$ cat config.mk
export PLATFORM = sky130hd
export DESIGN_NAME = hazard_scoreboard
export DESIGN_NICKNAME = d
export VERILOG_FILES = /design/src/rtl/hazard_scoreboard.sv
export SDC_FILE = /design/constraint.sdc
export NUM_CORES = 1
export LEC_CHECK = 0
export CAP_MARGIN = 15
export CORE_UTILIZATION = 48
export CTS_BUF_LIST = sky130_fd_sc_hd__clkbuf_8
export DETAILED_ROUTE_END_ITERATION = 10
export PLACE_DENSITY = 0.85
export SLEW_MARGIN = 25
export SYNTH_ARGS = -nofsm -noshare
export SYNTH_HDL_FRONTEND = slang
export SYNTH_SLANG_ARGS = --single-unit
export TNS_END_PERCENT = 5
$ cat constraint.sdc
create_clock -name clk -period 5.6 [get_ports clk]
set_input_delay 1.12 -clock clk [delete_from_list [all_inputs] [get_ports clk]]
set_output_delay 1.12 -clock clk [all_outputs]
set_load 0.01 [all_outputs]
$ cat src/rtl/hazard_scoreboard.sv
// Hazard and bypass controller: tracks in-flight destination registers across the
// post-ID slots and produces per-operand stall requests and forwarding selects.
module hazard_scoreboard #(
  parameter int unsigned AW     = 5,
  parameter int unsigned STAGES = 3,
  parameter int unsigned FWD_EN = 1,
  parameter int unsigned CNT_W  = 16,
  localparam int unsigned SW    = $clog2(STAGES + 1)
) (
  input  logic              clk,
  input  logic              rst_n,
  input  logic              id_valid,
  input  logic [AW-1:0]     id_rs,
  input  logic              id_rs_used,
  input  logic [AW-1:0]     id_rt,
  input  logic              id_rt_used,
  input  logic [AW-1:0]     id_dst,
  input  logic              id_wr,
  input  logic              id_is_load,
  input  logic              flush,
  input  logic              hold,
  output logic              stall,
  output logic [SW-1:0]     fwd_rs_sel,
  output logic [SW-1:0]     fwd_rt_sel,
  output logic [STAGES-1:0] slot_valid,
  output logic [AW-1:0]     wb_dst,
  output logic [CNT_W-1:0]  stall_cnt
);

  // Index k-1 holds slot k (index 0 = EX, index STAGES-1 = WB).
  logic [STAGES-1:0] slot_v;
  logic [STAGES-1:0] slot_ld;
  logic [AW-1:0]     slot_dst [STAGES];

  logic [STAGES-1:0] rs_hit;
  logic [STAGES-1:0] rt_hit;
  logic [SW-1:0]     rs_young;
  logic [SW-1:0]     rt_young;
  logic              hazard_fwd;
  logic              hazard_nofwd;
  logic              hazard;
  logic              issue;

  // Per-slot operand matches and youngest-match selection.
  always_comb begin
    rs_hit   = '0;
    rt_hit   = '0;
    rs_young = '0;
    rt_young = '0;
    for (int k = 0; k < STAGES; k++) begin
      rs_hit[k] = slot_v[k] && (slot_dst[k] == id_rs) && (id_rs != '0) && id_rs_used;
      rt_hit[k] = slot_v[k] && (slot_dst[k] == id_rt) && (id_rt != '0) && id_rt_used;
    end
    for (int k = STAGES - 1; k >= 0; k--) begin
      if (rs_hit[k]) rs_young = SW'(k + 1);
      if (rt_hit[k]) rt_young = SW'(k + 1);
    end
  end

  // With bypass only a load sitting in EX blocks; without it, anything before WB does.
  assign hazard_fwd   = (rs_hit[0] | rt_hit[0]) & slot_ld[0];
  assign hazard_nofwd = (|rs_hit[STAGES-2:0]) | (|rt_hit[STAGES-2:0]);
  assign hazard       = (FWD_EN != 0) ? hazard_fwd : hazard_nofwd;

  assign stall      = id_valid & ~flush & hazard;
  assign fwd_rs_sel = (FWD_EN != 0) ? rs_young : '0;
  assign fwd_rt_sel = (FWD_EN != 0) ? rt_young : '0;

  assign issue      = id_valid & ~flush & ~stall & id_wr & (id_dst != '0);
  assign slot_valid = slot_v;
  assign wb_dst     = slot_dst[STAGES-1];

  // Slot shift register and saturating stall counter; hold freezes both.
  always_ff @(posedge clk) begin
    if (!rst_n) begin
      slot_v    <= '0;
      slot_ld   <= '0;
      stall_cnt <= '0;
      for (int k = 0; k < STAGES; k++) slot_dst[k] <= '0;
    end else if (!hold) begin
      slot_v  <= {slot_v[STAGES-2:0], issue};
      slot_ld <= {slot_ld[STAGES-2:0], id_is_load};
      for (int k = STAGES - 1; k > 0; k--) slot_dst[k] <= slot_dst[k-1];
      slot_dst[0] <= id_dst;
      if (stall && !(&stall_cnt)) stall_cnt <= stall_cnt + CNT_W'(1);
    end
  end

endmodule

# Word level (Yosys, flattened, before mapping)
# Memories as Yosys holds them, arrays and structs flattened.
# Cells that the tools add are included.
word_totals:
  register_bits: 20
  ram_bits: 15
  n_memories: 1
  elab_cells: 62
  output_inout_bits: 29
  latchBits: 0
  romBits: 0
  input_bits: 24
mem_list:
  columns: ["memory", "depth", "word_bits", "rd", "rd_clocked_by_memory_dff", "wr", "line_no", "text"]
  rows:
  - ["slot_dst", 3, 5, 3, 0, 3, "33", "logic [AW-1:0] slot_dst [STAGES];"]
classes:
  shifts: 0
  reduce_logical: 25
  addsub: 1
  mul: 0
  mux: 13
  bitwise_logic: 13
  div_mod_pow: 0
  eq_ne: 6
  magnitude_cmp: 0
op_table:
  columns: ["operator", "n"]
  rows:
  - ["== test 5 bit", 6]
  - ["logical AND 1 bit", 19]
  - ["adder 16 x 1 -> 16 bit, second input constant", 1]
  - ["AND reduction 16 bit", 1]
  - ["two-way mux 5 bit", 3]
  - ["nonzero test 5 bit", 3]
  - ["two-way mux 2 bit", 6]
  - ["bitwise AND 1 bit", 6]
  - ["two-way mux 1 bit", 4]
  - ["OR 1 bit", 4]
  - ["NOT 1 bit", 3]
  - ["AND reduction 2 bit", 1]
  - ["logical NOT 1 bit", 1]

# Logic depth before layout (Yosys ltp)
# Gate-level depths: netlist (run 1).
logic_depth:
  word_depth: 11
  depth_mapped: 7

# Worst setup path before layout (run 1)
# OpenSTA, ideal clock, no wires.
synth_timing:
  kind: "input to output"
  from: "in id_rs[0]"
  to: "out stall"
  required_ns: 4.480
  path_buffers: 1
  stages: 7
  t_arrival_ns: 2.399
  slack_ns: 2.081
  path_cell_list: "or4_1 -> o21ai_2 -> nand4b_1 -> buf_4 -> nand2_1 -> nand2_1 -> nor2_1"
synth_between:
  elab_chain_cells: 7
synth_rtl:
  columns: ["element", "line_no", "text"]
  rows:
  - ["start, declared", "13", "input logic [AW-1:0] id_rs,"]
  - ["== test 5 bit", "51", "rs_hit[k] = slot_v[k] && (slot_dst[k] == id_rs) && (id_rs != '0) && id_rs_used;"]
  - ["logical AND 1 bit", "51", null]
  - ["logical AND 1 bit (*) (2 in series)", "51", null]
  - ["OR 1 bit (*)", "61", "assign hazard_fwd = (rs_hit[0] | rt_hit[0]) & slot_ld[0];"]
  - ["bitwise AND 1 bit (*)", "61", null]
  - ["bitwise AND 1 bit (*)", "65", "assign stall = id_valid & ~flush & hazard;"]
  - ["end, declared", "22", "output logic stall,"]
# Mark *: on every way between the ends. The rest lies on a longest branch, timed or not.

# Worst setup path in the final report (run 1)
# Same ends and word-level chain as after synthesis.

==> results of run 1 <==
==> worst paths after layout <==
kind / from / end / cells after the start
max: id_rs[0] / stall / 9
min: stall_cnt[1] / stall_cnt[1] / 2
max reg2reg: slot_dst[0][3] / stall_cnt[6] / 7
min reg2reg: stall_cnt[1] / stall_cnt[1] / 2
==> placed cells by master (no fill, tap or decap), types with 2 or more instances in the layout <==
master / synthesis / routed
clkdlybuf4s50_1: 0 / 52
xnor2_1: 22 / 22
dfxtp_1: 20 / 20
nor2_1: 19 / 19
nand2_1: 17 / 17
xor2_1: 16 / 16
and2_1: 16 / 16
edfxtp_1: 15 / 15
mux2i_1: 9 / 9
nand3_1: 8 / 8
nand4_1: 8 / 8
nand2b_1: 8 / 8
clkbuf_8: 0 / 6
a211oi_1: 5 / 5
nor4_1: 4 / 4
or4_1: 3 / 3
nor3_1: 3 / 3
nand4b_1: 3 / 3
o21ai_2: 2 / 2
o31ai_1: 2 / 2
o21a_1: 2 / 2
inv_1: 2 / 2
or3_1: 2 / 2
a2111oi_4: 2 / 2
buf_4: 7 / 2
==> kinds of logic after synthesis <==
family / Yosys count / share of synthesized area
buffers and inverters: 14 / 0.0382
AO/OA/AOI/OAI: 17 / 0.0806
AND/OR/NAND/NOR: 98 / 0.267
XOR/XNOR: 38 / 0.159
multiplexers: 9 / 0.0430
adder cells (fa/ha/maj): 1 / 0.00597
flip-flops: 35 / 0.406
==> per-layer routing <==
layer,share of wire,vias to the layer above,GRT usage
li1,-,837,-
met1,0.44,805,0.294
met2,0.49,48,0.382
met3,0.049,9,0.0533
met4,0.019,0,0.104
met5,0,-,0
==> report_power, final <==
| group | switching, mW | internal [mW] |
|---|---|---|
| Combinational | 0.0301 | 0.0372 |
| Clock | 0.0927 | 0.144 |
| Sequential | 0.0107 | 0.275 |
==> state kept, by name, indices dropped and copies added (netlist names) <==
register / cells
stall_cnt: 16
slot_ld: 1
slot_valid: 3
slot_dst: 15
==> Yosys cell counts (5+ instances only) <==
| cell | count | area, um2 |
|---|---|---|
| nand4_1 | 8 | 50.1 |
| dfxtp_1 | 20 | 400 |
| xor2_1 | 16 | 140 |
| nor2_1 | 19 | 71.3 |
| nand2b_1 | 8 | 50.1 |
| and2_1 | 16 | 100 |
| mux2i_1 | 9 | 90.1 |
| edfxtp_1 | 15 | 450 |
| xnor2_1 | 22 | 193 |
| nand2_1 | 17 | 63.8 |
| buf_4 | 7 | 52.6 |
| a211oi_1 | 5 | 37.5 |
| nand3_1 | 8 | 40.0 |
==> critical path, stage by stage <==
cell and delay [ns]:
clkdlybuf4s50_1 0.50, or4_1 0.60, o21ai_2 0.22, nand4b_1 0.15, buf_4 0.21, nand2_1 0.12
nand2_1 0.11, nor2_1 0.04, clkdlybuf4s50_1 0.47
==> cell type report <==
| cell class | instances | share of cell area |
|---|---|---|
| clock buffer | 6 | 0.0302 |
| clock inverter | 2 | 0.0128 |
| inverter | 2 | 0.00274 |
| multi-input combinational | 163 | 0.425 |
| sequential | 35 | 0.311 |
| tap | 50 | 0.0229 |
| timing repair buffer | 54 | 0.196 |
==> stage by stage <==
step | utilization | cell area (um2) | instances
2_1_floorplan | - | 2090 | 212
3_3_place_gp | 0.641 | 2620 | 304
3_5_place_dp | 0.641 | 2620 | 304
4_1_cts | 0.670 | 2740 | 312
5_1_grt | 0.670 | 2740 | 312
6_report | 0.670 | 2740 | 312
==> run metrics, run 1 <==
Syn Nets=237; post-route ant nets=0; Hold-fix buffers, CTS=0; area of the multi-input gates=1160 um2; Max VDD drop=0.131 mV; gpl congestion=0.845; highest clock rate=214 MHz; Die Area=4630 um2; Die Wd=68.1 um; sequential area share after synthesis=0.406; status=finished clean; Mapped Avg Cell Area=9.88 um2; Fin Hold WS=0.498 ns; Post-synth EDFFs=15; Leak=0.967 nW; drt via density=5.45; endpoints failing hold=0; vias in the first global route=1663; vias=1699; P&R area growth vs syn=30.7%; register area=851 um2; 1st-pass router iterations=4; Tot Pwr=0.590 mW; CP Data Arrival Time=3.56 ns; Starting Density=0.513; synthesized instance count=212; setup slack, reg-to-reg=3.30 ns; crit start category=primary input; yosys warns=0; Setup Viol. Count Final=0; gr usage total=0.235; dpl ws=0.976 ns; Crit Path Max Fanout=11; Slew @ Worst Pin=0.845 ns; wire length of the first global-routing pass=7920 um; asr flop ratio synth=0; ANT cells=0; Residual DRC=0; Slew HR=0.434; PortBufs=52; Hold WC Path Type=reg -> reg; setup_tns=0 ns; Rows=23; CTS tree=built; Root Buffer Master=clkbuf_8; skew final=0.00730 ns; wire length per cell=15.3 um; unique cell type count in the Yosys netlist=37; Synth Cell Area=2090 um2; CTS sink count=35; Crit Path Category=in -> out; PD cells=216 nW/um2; unrepaired setup endpoints after global routing=false; Crit. End Element=output port; post-CTS setup repair buffer count=0; Core ar.=4090 um2; Yosys reg bits=35; initial DRC count=130; Routed WL=4780 um; post-DP HPWL=3600 um; Final Slew Violations=0; Final period util=0.836; post-CTS sizing=0; H-tree Lvls=2; antenna violations before repair=0; largest net degree at the start of global routing=20; nets=286; Overflow after GRT=0; IO Count=53; Num CTS Buffers=5; clock-pin transition on the worst setup and hold timing paths=0.07 ns; final worst slack=0.918 ns; Fill cells=328; die height=68.1 um; Critical Path RT=4.48 ns; CTS Buffer Depth=2; Synth Flop Type=dfxtp_1; clock latency on the worst-skew pair=0.29 ns; minimum clock period=4.68 ns; MaxCap Viol Count=0; share of layout cells above drive strength 1=0.0725
(Power assumes the default switching activity.)
==> run 2: changes to the inputs <==
==> constraint.sdc (replaced) <==
create_clock -name clk -period 4.4 [get_ports clk]
set_input_delay 0.88 -clock clk [delete_from_list [all_inputs] [get_ports clk]]
set_output_delay 0.88 -clock clk [all_outputs]
set_load 0.01 [all_outputs]
==> run metrics, run 2 (synthesized netlist as in run 1, its figures left out) <==
final worst slack=0.394 ns (was 0.918 ns); Final Slew Violations=0 (unchanged); gpl congestion=0.866 (was 0.845); most frequent cells in the layout=clkdlybuf4s50_1 (52), xnor2_1 (22), dfxtp_1 (20) (unchanged); max reg flops=16 (unchanged); setup slack, reg-to-reg=2.02 ns (was 3.30 ns); skew final=0.00324 ns (was 0.00730 ns); Core ar.=4090 um2 (unchanged); Hold Path Depth=2 (unchanged); Final period util=0.910; Rows=23 (unchanged); vias=1754 (was 1699); Leak=0.966 nW (was 0.967 nW); Fill cells=341 (was 328); MaxCap Viol Count=0 (unchanged); largest register by flop count=stall_cnt (unchanged); peak per-stage delay on the critical path=0.60 ns (about the same); status=finished clean (unchanged); Setup Viol. Count Final=0 (unchanged); sequential share of power=0.545 (was 0.485); P&R area growth vs syn=29.7% (was 30.7%); CTS tree=built (unchanged); wire length per cell=14.7 um (was 15.3 um); endpoints failing hold=0 (unchanged); initial DRC count=141 (was 130); CP Data Arrival Time=3.13 ns (was 3.56 ns); Starting Density=0.513 (unchanged); post-CTS sizing=0 (unchanged); wire length of the first global-routing pass=7540 um (was 7920 um); minimum clock period=4.01 ns; Hold WC Path Type=reg -> reg (unchanged); Root Buffer Master=clkbuf_8 (unchanged); Most common cell on crit path=clkdlybuf4s50_1; Max VDD drop=0.159 mV (was 0.131 mV); Fin Hold WS=0.498 ns (about the same); post-DP HPWL=3480 um (was 3600 um); Slew HR=0.590 (was 0.434); highest clock rate=250 MHz; Num CTS Buffers=5 (unchanged); Critical Path RT=3.52 ns (was 4.48 ns); R2R Path End=stall_cnt[6] (unchanged); IO Count=53 (unchanged); largest net degree at the start of global routing=20 (unchanged); Die Wd=68.1 um (unchanged); Switching Share=0.245 (was 0.226); setup_tns=0 ns (unchanged); ANT cells=0 (unchanged); antenna violations before repair=0 (unchanged); CTS sink count=35 (unchanged); H-tree Lvls=2 (unchanged); clock-pin transition on the worst setup and hold timing paths=0.07 ns (about the same); worst path cell trace=clkdlybuf4s50_1 -> or4_1 -> o21ai_2 -> nor3_1 -> o31ai_1 -> clkdlybuf4s50_1 (was clkdlybuf4s50_1 -> or4_1 -> o21ai_2 -> nand4b_1 -> buf_4 -> nand2_1 -> nand2_1 -> nor2_1 -> clkdlybuf4s50_1); 1st-pass router iterations=5 (was 4); Crit Path Category=in -> out (unchanged); cell area after layout=2720 um2 (was 2740 um2); switching pwr=0.164 mW (was 0.133 mW); r2r worst-path depth=7 (unchanged); share of layout cells above drive strength 1=0.0720 (was 0.0725); hold worst-path end=stall_cnt[14] (was stall_cnt[1]); die height=68.1 um (unchanged); Die Area=4630 um2 (unchanged); Residual DRC=0 (unchanged); PortBufs=52 (unchanged); Gate power share=0.129 (was 0.114); crit path from=id_rs[0] (unchanged); Internal=0.505 mW (was 0.457 mW); most common cell after layout, fill and taps aside=clkdlybuf4s50_1 (unchanged); drt via density=5.59 (was 5.45); dpl ws=0.377 ns (was 0.976 ns); Slew @ Worst Pin=0.614 ns (was 0.845 ns); Hold-fix buffers, CTS=0 (unchanged); Crit Path Max Fanout=4 (was 11); critical path's slowest cell=clkdlybuf4s50_1 (was or4_1); cell area after placement=2640 um2 (was 2620 um2); Routed WL=4600 um (was 4780 um); clock power share=0.326 (was 0.401); nets=288 (was 286); crit start category=primary input (unchanged); post-route ant nets=0 (unchanged); clock latency on the worst-skew pair=0.28 ns (was 0.29 ns); PD cells=247 nW/um2 (was 216 nW/um2); vias in the first global route=1616 (was 1663); post-CTS setup repair buffer count=0 (unchanged); Worst R2R Start=slot_dst[0][3] (unchanged); CTS Buffer Depth=2 (unchanged); Hold Startpoint=stall_cnt[14] (was stall_cnt[1]); Overflow after GRT=0 (unchanged); unrepaired setup endpoints after global routing=false (unchanged); Crit. End Element=output port (unchanged); gr usage total=0.218 (was 0.235)
[run 2: changes by cell type in the layout (fill, tap and decap cells not counted), sizes merged]
cell    change
buf         +2
inv         +2
bufinv      -1
clkbuf      -1
[run 2: worst max path at each step]
stage                          endpoint  slack, ns
after floorplan                   stall       1.36
after global placement            stall       0.44
after detailed placement  fwd_rs_sel[0]       0.38
after CTS                 fwd_rs_sel[0]       0.38
after global routing      fwd_rs_sel[0]       0.32
final                     fwd_rs_sel[0]       0.39
[run 2: power groups by stage]
stage	sequential (mW)	combinational (mW)	clock (mW)
floorplan	0.367	0.0489	0
global placement	0.371	0.0837	0
detailed placement	0.372	0.0859	0
CTS	0.364	0.0866	0.220
global route	0.365	0.0947	0.239
finish	0.365	0.0866	0.218
[run 2: cell type report]
cell class / instances / area, um2 / share of cell area
Tap cell: 50 / 62.6 / 0.0230
Clock buffer: 5 / 68.8 / 0.0253
Clock inverter: 3 / 12.5 / 0.00461
Sequential cell: 35 / 851 / 0.313
Timing Repair Buffer: 56 / 551 / 0.203
Multi-Input combinational cell: 163 / 1160 / 0.428
Inverter: 2 / 7.51 / 0.00276
[run 2: critical path, delay by kind of cell]
family / cells / cell delay [ns]
compound gates: 2 / 0.48
buf+inv: 2 / 1.10
simple gates: 2 / 0.67
[run 2: metal layers]
metal | global-route usage | vias up | wire length [um]
li1 | - | 854 | -
met1 | 0.302 | 836 | 2200
met2 | 0.341 | 57 | 2110
met3 | 0.0333 | 7 | 230
met4 | 0.0755 | 0 | 59
met5 | 0 | - | 0
[run 2: through the flow]
step                      total power [mW]  utilization  cells
after floorplan                      0.416            -    212
after global placement               0.455        0.645    306
after detailed placement             0.457        0.645    306
after CTS                            0.671        0.665    314
after global routing                 0.699        0.665    314
final                                0.670        0.665    314
==> run 3: changes to the inputs <==
==> constraint.sdc (replaced) <==
create_clock -name clk -period 4.4 [get_ports clk]
set_input_delay 0.44 -clock clk [delete_from_list [all_inputs] [get_ports clk]]
set_output_delay 0.44 -clock clk [all_outputs]
set_load 0.01 [all_outputs]
==> run metrics, run 3 (synthesized netlist as in run 1, its figures left out) <==
ANT cells=0 (unchanged); CTS tree=built (unchanged); largest net degree at the start of global routing=20 (unchanged); Max VDD drop=0.142 mV (was 0.159 mV); post-CTS sizing=0 (unchanged); Hold-fix buffers, CTS=0 (unchanged); P&R area growth vs syn=28.4% (was 29.7%); Crit Path Category=in -> out (unchanged); post-CTS setup repair buffer count=0 (unchanged); Routed WL=4450 um (was 4600 um); MaxCap Viol Count=0 (unchanged); CTS sink count=35 (unchanged); Num CTS Buffers=5 (unchanged); status=finished clean (unchanged); setup slack, reg-to-reg=1.74 ns (was 2.02 ns); Final Core Density=0.658 (was 0.665); CTS Buffer Depth=2 (unchanged); crit path from=id_rs[0] (unchanged); r2r worst-path depth=6 (was 7); skew final=0.00389 ns (was 0.00324 ns); antenna violations before repair=0 (unchanged); Overflow after GRT=0 (unchanged); largest register by flop count=stall_cnt (unchanged); share of layout cells above drive strength 1=0.0577 (was 0.0720); CP Data Arrival Time=3.10 ns (was 3.13 ns); R2R Path End=stall_cnt[6] (unchanged); drt via density=5.47 (was 5.59); setup_tns=0 ns (unchanged); Setup Viol. Count Final=0 (unchanged); Core ar.=4090 um2 (unchanged); gr usage total=0.215 (was 0.218); wire length of the first global-routing pass=7290 um (was 7540 um); max reg flops=16 (unchanged); IO Count=53 (unchanged); PortBufs=52 (unchanged); most common cell after layout, fill and taps aside=clkdlybuf4s50_1 (unchanged); register area=851 um2 (unchanged); 1st-pass router iterations=4 (was 5); Final Slew Violations=0 (unchanged); wire length per cell=14.3 um (was 14.7 um); Rows=23 (unchanged); Crit Path Max Fanout=11 (was 4); clock-pin transition on the worst setup and hold timing paths=0.07 ns (about the same); Critical Path RT=3.96 ns (was 3.52 ns); Final period util=0.804 (was 0.910); Die Wd=68.1 um (unchanged); area of the multi-input gates=1160 um2 (unchanged); gpl congestion=0.901 (was 0.866); Crit. End Element=output port (unchanged); Slew HR=0.468 (was 0.590); Die Area=4630 um2 (unchanged); Fill cells=327 (was 341); Root Buffer Master=clkbuf_8 (unchanged); vias in the first global route=1539 (was 1616); crit path to=stall (was fwd_rs_sel[0]); Leak=0.937 nW (was 0.966 nW); vias=1695 (was 1754); nets=284 (was 288); Residual DRC=0 (unchanged); Hold WC Path Type=reg -> reg (unchanged); Worst R2R Start=slot_dst[0][4] (was slot_dst[0][3]); unrepaired setup endpoints after global routing=false (unchanged); minimum clock period=3.54 ns (was 4.01 ns); H-tree Lvls=2 (unchanged); endpoints failing hold=0 (unchanged); clock latency on the worst-skew pair=0.29 ns (was 0.28 ns); post-DP HPWL=3320 um (was 3480 um); die height=68.1 um (unchanged); Starting Density=0.513 (unchanged); PD cells=251 nW/um2 (was 247 nW/um2); Slew @ Worst Pin=0.794 ns (was 0.614 ns); highest clock rate=283 MHz (was 250 MHz); initial DRC count=85 (was 141); most frequent cells in the layout=clkdlybuf4s50_1 (52), xnor2_1 (22), dfxtp_1 (20) (unchanged); crit start category=primary input (unchanged); post-route ant nets=0 (unchanged)
[run 3: how the worst min path moves through the flow]
stage                  start            end  cells after the start
6_report       stall_cnt[14]  stall_cnt[14]                      2
4_1_cts        stall_cnt[14]  stall_cnt[14]                      2
2_1_floorplan   stall_cnt[6]   stall_cnt[6]                      2
3_3_place_gp    stall_cnt[6]   stall_cnt[6]                      2
3_5_place_dp   stall_cnt[14]  stall_cnt[14]                      2
5_1_grt        stall_cnt[14]  stall_cnt[14]                      2
[run 3: where the power goes]
group | total (mW) | switching [mW] | internal (mW)
combinational | 0.0856 | 0.0383 | 0.0472
clock | 0.226 | 0.118 | 0.107
sequential | 0.364 | 0.0135 | 0.351
[run 3: through the flow]
| stage | setup slack, ns | hold slack (ns) | power (mW) | cells | area (um2) |
|---|---|---|---|---|---|
| after CTS | 0.891 | 0.501 | 0.678 | 310 | 2690 |
| final | 0.863 | 0.496 | 0.675 | 310 | 2690 |
| after detailed placement | 0.915 | 0.485 | 0.456 | 302 | 2610 |
| after global routing | 0.693 | 0.528 | 0.698 | 310 | 2690 |
| after floorplan | 2.24 | 0.498 | 0.416 | 212 | 2090 |
| after global placement | 0.939 | 0.475 | 0.454 | 302 | 2610 |
[run 3: metal layers]
metal / vias to the layer above / global-route usage / part of all wire
li1: 846 / - / -
met1: 779 / 0.298 / 0.50
met4: 0 / 0.109 / 0.027
met3: 13 / 0.0433 / 0.045
met5: - / 0 / 0
met2: 57 / 0.313 / 0.43
[run 3: final cells by class]
cell class              count  area share
clock buffers               5      0.0256
clock inverters             3     0.00558
inverters                   2     0.00279
multi-input cells         163       0.433
flip-flops and latches     35       0.316
well taps                  50      0.0233
repair buffers             52       0.194
[run 3: worst max-delay path: stages]
cell             delay, ns
clkdlybuf4s50_1       0.51
or4_1                 0.62
o21ai_2               0.20
nand4b_1              0.46
nand2_1               0.20
nand2_1               0.14
nor2_1                0.05
clkdlybuf4s50_1       0.47
